--- src/rtl/log2_pipe_if.sv ---
// Sample stream interface for log2_pipe: clock enable, input sample, and
// the log-domain result with its zero-input flag.
interface log2_pipe_if #(
  parameter int IN_W  = 24,
  parameter int OUT_W = 14
);
  logic             ce;
  logic             in_valid;
  logic [IN_W-1:0]  din;
  logic             out_valid;
  logic [OUT_W-1:0] dout;
  logic             zero_flag;

  modport master (
    output ce, in_valid, din,
    input  out_valid, dout, zero_flag
  );

  modport slave (
    input  ce, in_valid, din,
    output out_valid, dout, zero_flag
  );
endinterface

--- src/rtl/log2_pipe.sv ---
// Four-stage pipelined log2 of an unsigned fixed-point sample, producing a
// signed INT_W.OUT_FRAC result using a LUT with linear interpolation.
module log2_pipe #(
  parameter int IN_W     = 24,
  parameter int IN_FRAC  = 8,
  parameter int OUT_FRAC = 8,
  parameter int LUT_AW   = 6,
  parameter int INTERP_W = 6
) (
  input  logic      clk,
  input  logic      reset_n,
  log2_pipe_if.slave bus
);
  localparam int INT_W = $clog2(IN_W) + 1;
  localparam int OUT_W = INT_W + OUT_FRAC;
  localparam int M_W   = $clog2(IN_W);
  localparam int KF_W  = LUT_AW + INTERP_W;
  localparam int LUT_N = (1 << LUT_AW) + 1;
  localparam int L_W   = OUT_FRAC + 1;
  localparam int S_W   = OUT_FRAC + 2;
  localparam int P_W   = L_W + INTERP_W + 1;
  localparam logic [OUT_FRAC-1:0] FRAC_MAX = '1;

  // Table entries are fixed at elaboration; the real math folds to constants.
  function automatic logic [L_W-1:0] lut_val(input int i);
    real r;
    r = $ln(1.0 + real'(i) / real'(1 << LUT_AW)) / $ln(2.0) * real'(1 << OUT_FRAC);
    return L_W'($rtoi(r + 0.5));
  endfunction

  logic [L_W-1:0] lut [LUT_N];
  for (genvar gi = 0; gi < LUT_N; gi++) begin : g_lut
    assign lut[gi] = lut_val(gi);
  end

  logic              v1, v2, v3, ov_q;
  logic [IN_W-1:0]   din1;
  logic [M_W-1:0]    m1;
  logic              zero1, zero2, zero3, zf_q;
  logic [LUT_AW:0]   k2;
  logic [INTERP_W-1:0] f2, f3;
  logic [INT_W-1:0]  e2, e3;
  logic [L_W-1:0]    lo3, hi3;
  logic [OUT_W-1:0]  dout_q;

  logic [M_W-1:0]    msb_c;
  logic [KF_W-1:0]   kf_c;
  logic [L_W-1:0]    diff_c;
  logic [P_W-1:0]    prod_c;
  logic [S_W-1:0]    sum_c;
  logic [OUT_FRAC-1:0] frac_c;
  logic [OUT_W-1:0]  dout_c;

  always_comb begin
    msb_c = '0;
    for (int i = 0; i < IN_W; i++) begin
      if (bus.din[i]) msb_c = M_W'(i);
    end
  end

  // Left-justify under the leading one; the cast drops that one and keeps k,f.
  assign kf_c = KF_W'((din1 << (M_W'(IN_W - 1) - m1)) >> (IN_W - 1 - KF_W));

  assign diff_c = hi3 - lo3;
  assign prod_c = P_W'(diff_c) * P_W'(f3) + P_W'(1 << (INTERP_W - 1));
  assign sum_c  = S_W'(lo3) + S_W'(prod_c >> INTERP_W);
  assign frac_c = (sum_c > S_W'(FRAC_MAX)) ? FRAC_MAX : sum_c[OUT_FRAC-1:0];
  assign dout_c = zero3 ? {1'b1, {(OUT_W-1){1'b0}}} : {e3, frac_c};

  always_ff @(posedge clk) begin
    if (!reset_n) begin
      v1 <= 1'b0; v2 <= 1'b0; v3 <= 1'b0; ov_q <= 1'b0;
      din1 <= '0; m1 <= '0; zero1 <= 1'b0;
      k2 <= '0; f2 <= '0; e2 <= '0; zero2 <= 1'b0;
      lo3 <= '0; hi3 <= '0; f3 <= '0; e3 <= '0; zero3 <= 1'b0;
      dout_q <= '0; zf_q <= 1'b0;
    end else if (bus.ce) begin
      v1    <= bus.in_valid;
      din1  <= bus.din;
      m1    <= msb_c;
      zero1 <= (bus.din == '0);

      v2    <= v1;
      k2    <= (LUT_AW+1)'(kf_c[KF_W-1 -: LUT_AW]);
      f2    <= kf_c[INTERP_W-1:0];
      e2    <= INT_W'(m1) - INT_W'(IN_FRAC);
      zero2 <= zero1;

      v3    <= v2;
      lo3   <= lut[k2];
      hi3   <= lut[k2 + (LUT_AW+1)'(1)];
      f3    <= f2;
      e3    <= e2;
      zero3 <= zero2;

      ov_q  <= v3;
      if (v3) begin
        dout_q <= dout_c;
        zf_q   <= zero3;
      end
    end
  end

  assign bus.out_valid = ov_q;
  assign bus.dout      = dout_q;
  assign bus.zero_flag = zf_q;
endmodule

--- src/flat_wrapper.sv ---
// flat-port wrapper written by rule: the top's interface ports become plain ports
module log2_pipe_flat 
#(
  parameter int IN_W     = 24,
  parameter int IN_FRAC  = 8,
  parameter int OUT_FRAC = 8,
  parameter int LUT_AW   = 6,
  parameter int INTERP_W = 6
)
  (clk, reset_n, bus_ce, bus_in_valid, bus_din, bus_out_valid, bus_dout, bus_zero_flag);
  log2_pipe_if #(.IN_W(IN_W), .OUT_W((14))) bus_i ();
  input  logic clk;
  input  logic reset_n;
  input wire logic [$bits(bus_i.ce)-1:0] bus_ce;
  input wire logic [$bits(bus_i.in_valid)-1:0] bus_in_valid;
  input wire logic [$bits(bus_i.din)-1:0] bus_din;
  output wire logic [$bits(bus_i.out_valid)-1:0] bus_out_valid;
  output wire logic [$bits(bus_i.dout)-1:0] bus_dout;
  output wire logic [$bits(bus_i.zero_flag)-1:0] bus_zero_flag;
  assign bus_i.ce = bus_ce;
  assign bus_i.in_valid = bus_in_valid;
  assign bus_i.din = bus_din;
  assign bus_out_valid = bus_i.out_valid;
  assign bus_dout = bus_i.dout;
  assign bus_zero_flag = bus_i.zero_flag;
  log2_pipe #(.IN_W(IN_W), .IN_FRAC(IN_FRAC), .OUT_FRAC(OUT_FRAC), .LUT_AW(LUT_AW), .INTERP_W(INTERP_W)) u_core (.clk(clk), .reset_n(reset_n), .bus(bus_i));
endmodule
--- config.mk ---
export PLATFORM = sky130hd
export DESIGN_NAME = log2_pipe_flat
export DESIGN_NICKNAME = d
export VERILOG_FILES = /design/src/rtl/log2_pipe_if.sv /design/src/rtl/log2_pipe.sv /design/src/flat_wrapper.sv
export SDC_FILE = /design/constraint.sdc
export NUM_CORES = 1
export LEC_CHECK = 0
export BUFFER_PORTS_ARGS = -buffer_cell sky130_fd_sc_hd__buf_2
export CAP_MARGIN = 15
export CORE_ASPECT_RATIO = 0.7
export CORE_MARGIN = 5
export CORE_UTILIZATION = 45
export DETAILED_ROUTE_END_ITERATION = 6
export PLACE_DENSITY = 0.64
export SYNTH_ARGS = -nofsm -noshare
export SYNTH_HDL_FRONTEND = slang
export SYNTH_SLANG_ARGS = --single-unit
--- constraint.sdc ---
create_clock -name clk -period 10.6 [get_ports clk]
set_clock_uncertainty 0.05 [all_clocks]
set_input_delay 2.65 -clock clk [delete_from_list [all_inputs] [get_ports clk]]
set_output_delay 2.65 -clock clk [all_outputs]
set_load 0.05 [all_outputs]
==> summary.txt <==
Status
  • Outcome: finished clean

Floorplan
  • Die Footprint: 21500 um2
  • Die extent in y: 124 um
  • Starting density of the core: 46.2%
  • Site Rows: 41
  • Die width: 173 um
  • Core ar.: 18200 um2
  • Top-Level Pins: 44

Clock network
  • CTS max path bufs: 2
  • Clock latency at the later pin of the worst-skew pair: 360 ps
  • Clock transition at the register clock pins on the worst setup and hold paths after CTS: 70 ps
  • Root Buffer Master: sky130_fd_sc_hd__clkbuf_16
  • Setup Buffers After CTS: 0
  • Number of buffers added by the clock tree synthesis step: 9
  • Clock tree from TritonCTS: yes
  • Clk sink count: 97
  • Number of H-tree levels: 3
  • Post-CTS Resized: 0
  • Hold-fix buffers, CTS: 0

Power and ir drop
  • Power Density: 115 nW/um2
  • Maximum ir drop on the vdd rail: 0.0880 mV
  • Static Leakage: 3.98 nW

Synthesis
  • Most frequent cell after synthesis: sky130_fd_sc_hd__nor2_1
  • Top cells by area, synth: sky130_fd_sc_hd__dfxtp_1, sky130_fd_sc_hd__ha_1, sky130_fd_sc_hd__mux2i_1
  • Share of Yosys cell area claimed by the top area cell type: 23.1%
  • Predominant post-synthesis flop cell: sky130_fd_sc_hd__dfxtp_1
  • Leading cell types by count after synthesis: sky130_fd_sc_hd__nor2_1, sky130_fd_sc_hd__dfxtp_1, sky130_fd_sc_hd__nand2_1
  • Proportion of synthesized flip-flops having asynchronous set or reset: 0%
  • Post-synth top area cell: sky130_fd_sc_hd__dfxtp_1
  • Number of storage elements in the synthesis netlist: 97
  • Number of synthesized flops with an enable pin: 0
  • Post-Synthesis Mean Instance Area: 8.17 um2
  • Post-Syn Nets: 1153
  • Number of synthesis warnings: 0
  • Unique masters post-synth: 72
  • Sequential share of the synthesized area: 23.1%
  • Post-synthesis cell area: 8400 um2
  • Syn Inst Count: 1028

Detailed routing
  • Number of DRC violations after detailed routing: 0
  • Antenna Nets Post-Route: 0
  • Detailed Routing Iterations Pass 1: 5
  • Number of vias after detailed routing: 7256
  • Post-Route WL: 21200 um
  • Routed wire length per instance: 16.7 um
  • Vias per cell: 5.74
  • Starting DRC count in detailed routing: 613

Worst setup path
  • CP Capture Type: register
  • Critical Path Max Stage Delay: 490 ps
  • Signal arrival time at the worst endpoint: 8190 ps
  • Worst Path Required: 10790 ps
  • Critical path's top delay family: compound AO/OA/AOI/OAI gates
  • Maximum fanout along the worst path: 8
  • Critical path class: register to register
  • WP buf/inv: 1
  • Critical path launch point type: register
  • Cell at the slowest stage of the critical path: sky130_fd_sc_hd__fa_1

STA
  • Final period demand of the worst path: 8000 ps
  • Measured slew at the worst slew-check pin: 840 ps
  • Tightest slew margin relative to the limit: 43.9%
  • Worst setup slack after layout: 2600 ps
  • TNS Setup: 0 ps
  • Final period util: 75.4%
  • Worst hold-check slack: 422 ps
  • Total count of hold-check failures in the final report: 0
  • Final Slew Violations: 0
  • RSZ-0062 raised after global routing: no
  • Maximum clock frequency: 0.125 GHz
  • Final setup viols: 0

Placement
  • DP Area: 8720 um2
  • RD Place Congestion: 0.900
  • Post-placement setup slack: 2670 ps
  • Buffers added on ports: 43
  • Half-perimeter wire length after detailed placement: 15600 um

Finish
  • Area Overhead vs Synth: 7.99%
  • Combined flip-flop and latch cell area: 1940 um2
  • Layout cell share with drive strength beyond 1: 9.91%
  • Nets@finish: 1149
  • Post-Layout Inst Area: 9070 um2
  • Final antenna diode count: 0
  • Filler cell count in the final layout: 1815
  • Multi-input logic area: 6010 um2

Global route
  • Global router's overall resource usage: 19.4%
  • First-pass GRT wire length: 35400 um
  • Initial antenna violation count: 0
  • Total congestion overflow: 0
  • Largest net degree at the start of global routing: 78
  • Via count of the first global-routing pass: 6685

Worst hold path
  • Path type of the worst min-delay path: register to register

Run
  • Count of max-cap constraint violations: 0
placed cells by master (no fill, tap or decap), drive strengths merged, types with 4 or more instances in the layout:
master,n
o211ai,16
inv,49
nor2b,13
a221o,9
mux4,10
ha,67
fa,30
o21a,7
xnor2,22
nor2,132
nor3,21
mux2i,72
clkinv,4
buf,53
nand3,20
nand4,4
xor2,6
o21ai,56
o311ai,5
a2111oi,4
and2,30
o2bb2ai,4
a21oi,66
o2111ai,4
a31oi,13
mux2,8
a21o,8
clkbuf,9
dfxtp,97
nand2,89
nor3b,6
nand2b,21
or3,5
a211oi,17
worst min-delay path: cells and delay by family, from the launching register on:
kind	cells	cell delay, ps
flip-flops	1	310
AO/OA/AOI/OAI	1	60
AND/OR/NAND/NOR	1	60
layer usage:
layer	GRT usage, %	part of all wire (%)
met4	3.52	0.90
met1	32.0	54
met5	0	0
met2	26.2	39
met3	3.06	5.8
area by class of cell:
cell class | instances | share of cell area, %
timing repair buffer | 53 | 3.23
clock inverter | 7 | 1.31
inverter | 48 | 1.99
sequential | 97 | 21.4
tap | 236 | 3.26
clock buffer | 9 | 2.48
multi-input combinational | 815 | 66.3
logic make-up (layout without fill, tap and decap cells):
| group | Yosys count | after routing | synth area share (%) |
|---|---|---|---|
| AND/OR/NAND/NOR | 354 | 354 | 19.6 |
| flip-flops | 97 | 97 | 23.1 |
| buffers and inverters | 116 | 117 | 5.26 |
| AO/OA/AOI/OAI | 246 | 246 | 19.6 |
| XOR/XNOR | 28 | 28 | 2.92 |
| multiplexers | 90 | 90 | 12.3 |
| adder cells (fa/ha/maj) | 97 | 97 | 17.1 |
state kept, by name, indices dropped and copies added, names as in the netlist, 5 cells and up:
signal           count
u_core.m1            5
u_core.f3            6
u_core.e3            6
u_core.f2            6
u_core.e2            6
u_core.din1         23
u_core.lo3           8
u_core.bus.dout     14
u_core.hi3           9
u_core.k2            6
where the power goes:
group | switching [W] | internal [W] | total, W
Clock | 0.000157 | 0.000214 | 0.000372
Sequential | 0.0000216 | 0.000381 | 0.000402
Combinational | 0.000162 | 0.000108 | 0.000270
path summary, 6_finish.rpt:
check	start	cells after the start	slack (ps)	end
setup / recovery	u_core.lo3[1]	28	2600	u_core.bus.dout[1]
hold / removal	u_core.f2[4]	2	420	u_core.f2[4]
setup reg to reg	u_core.lo3[1]	28	2600	u_core.bus.dout[1]
hold reg to reg	u_core.f2[4]	2	420	u_core.f2[4]
stage by stage:
stage,utilization [%],power [W],cells
6_report,49.9,0.00104,1265
5_1_grt,49.9,0.00110,1265
4_1_cts,49.9,0.00105,1265
3_5_place_dp,48.0,0.000675,1249
3_3_place_gp,48.0,0.000672,1249
2_1_floorplan,-,0.000606,1028
Note: power is estimated with default switching activity, not from simulation.
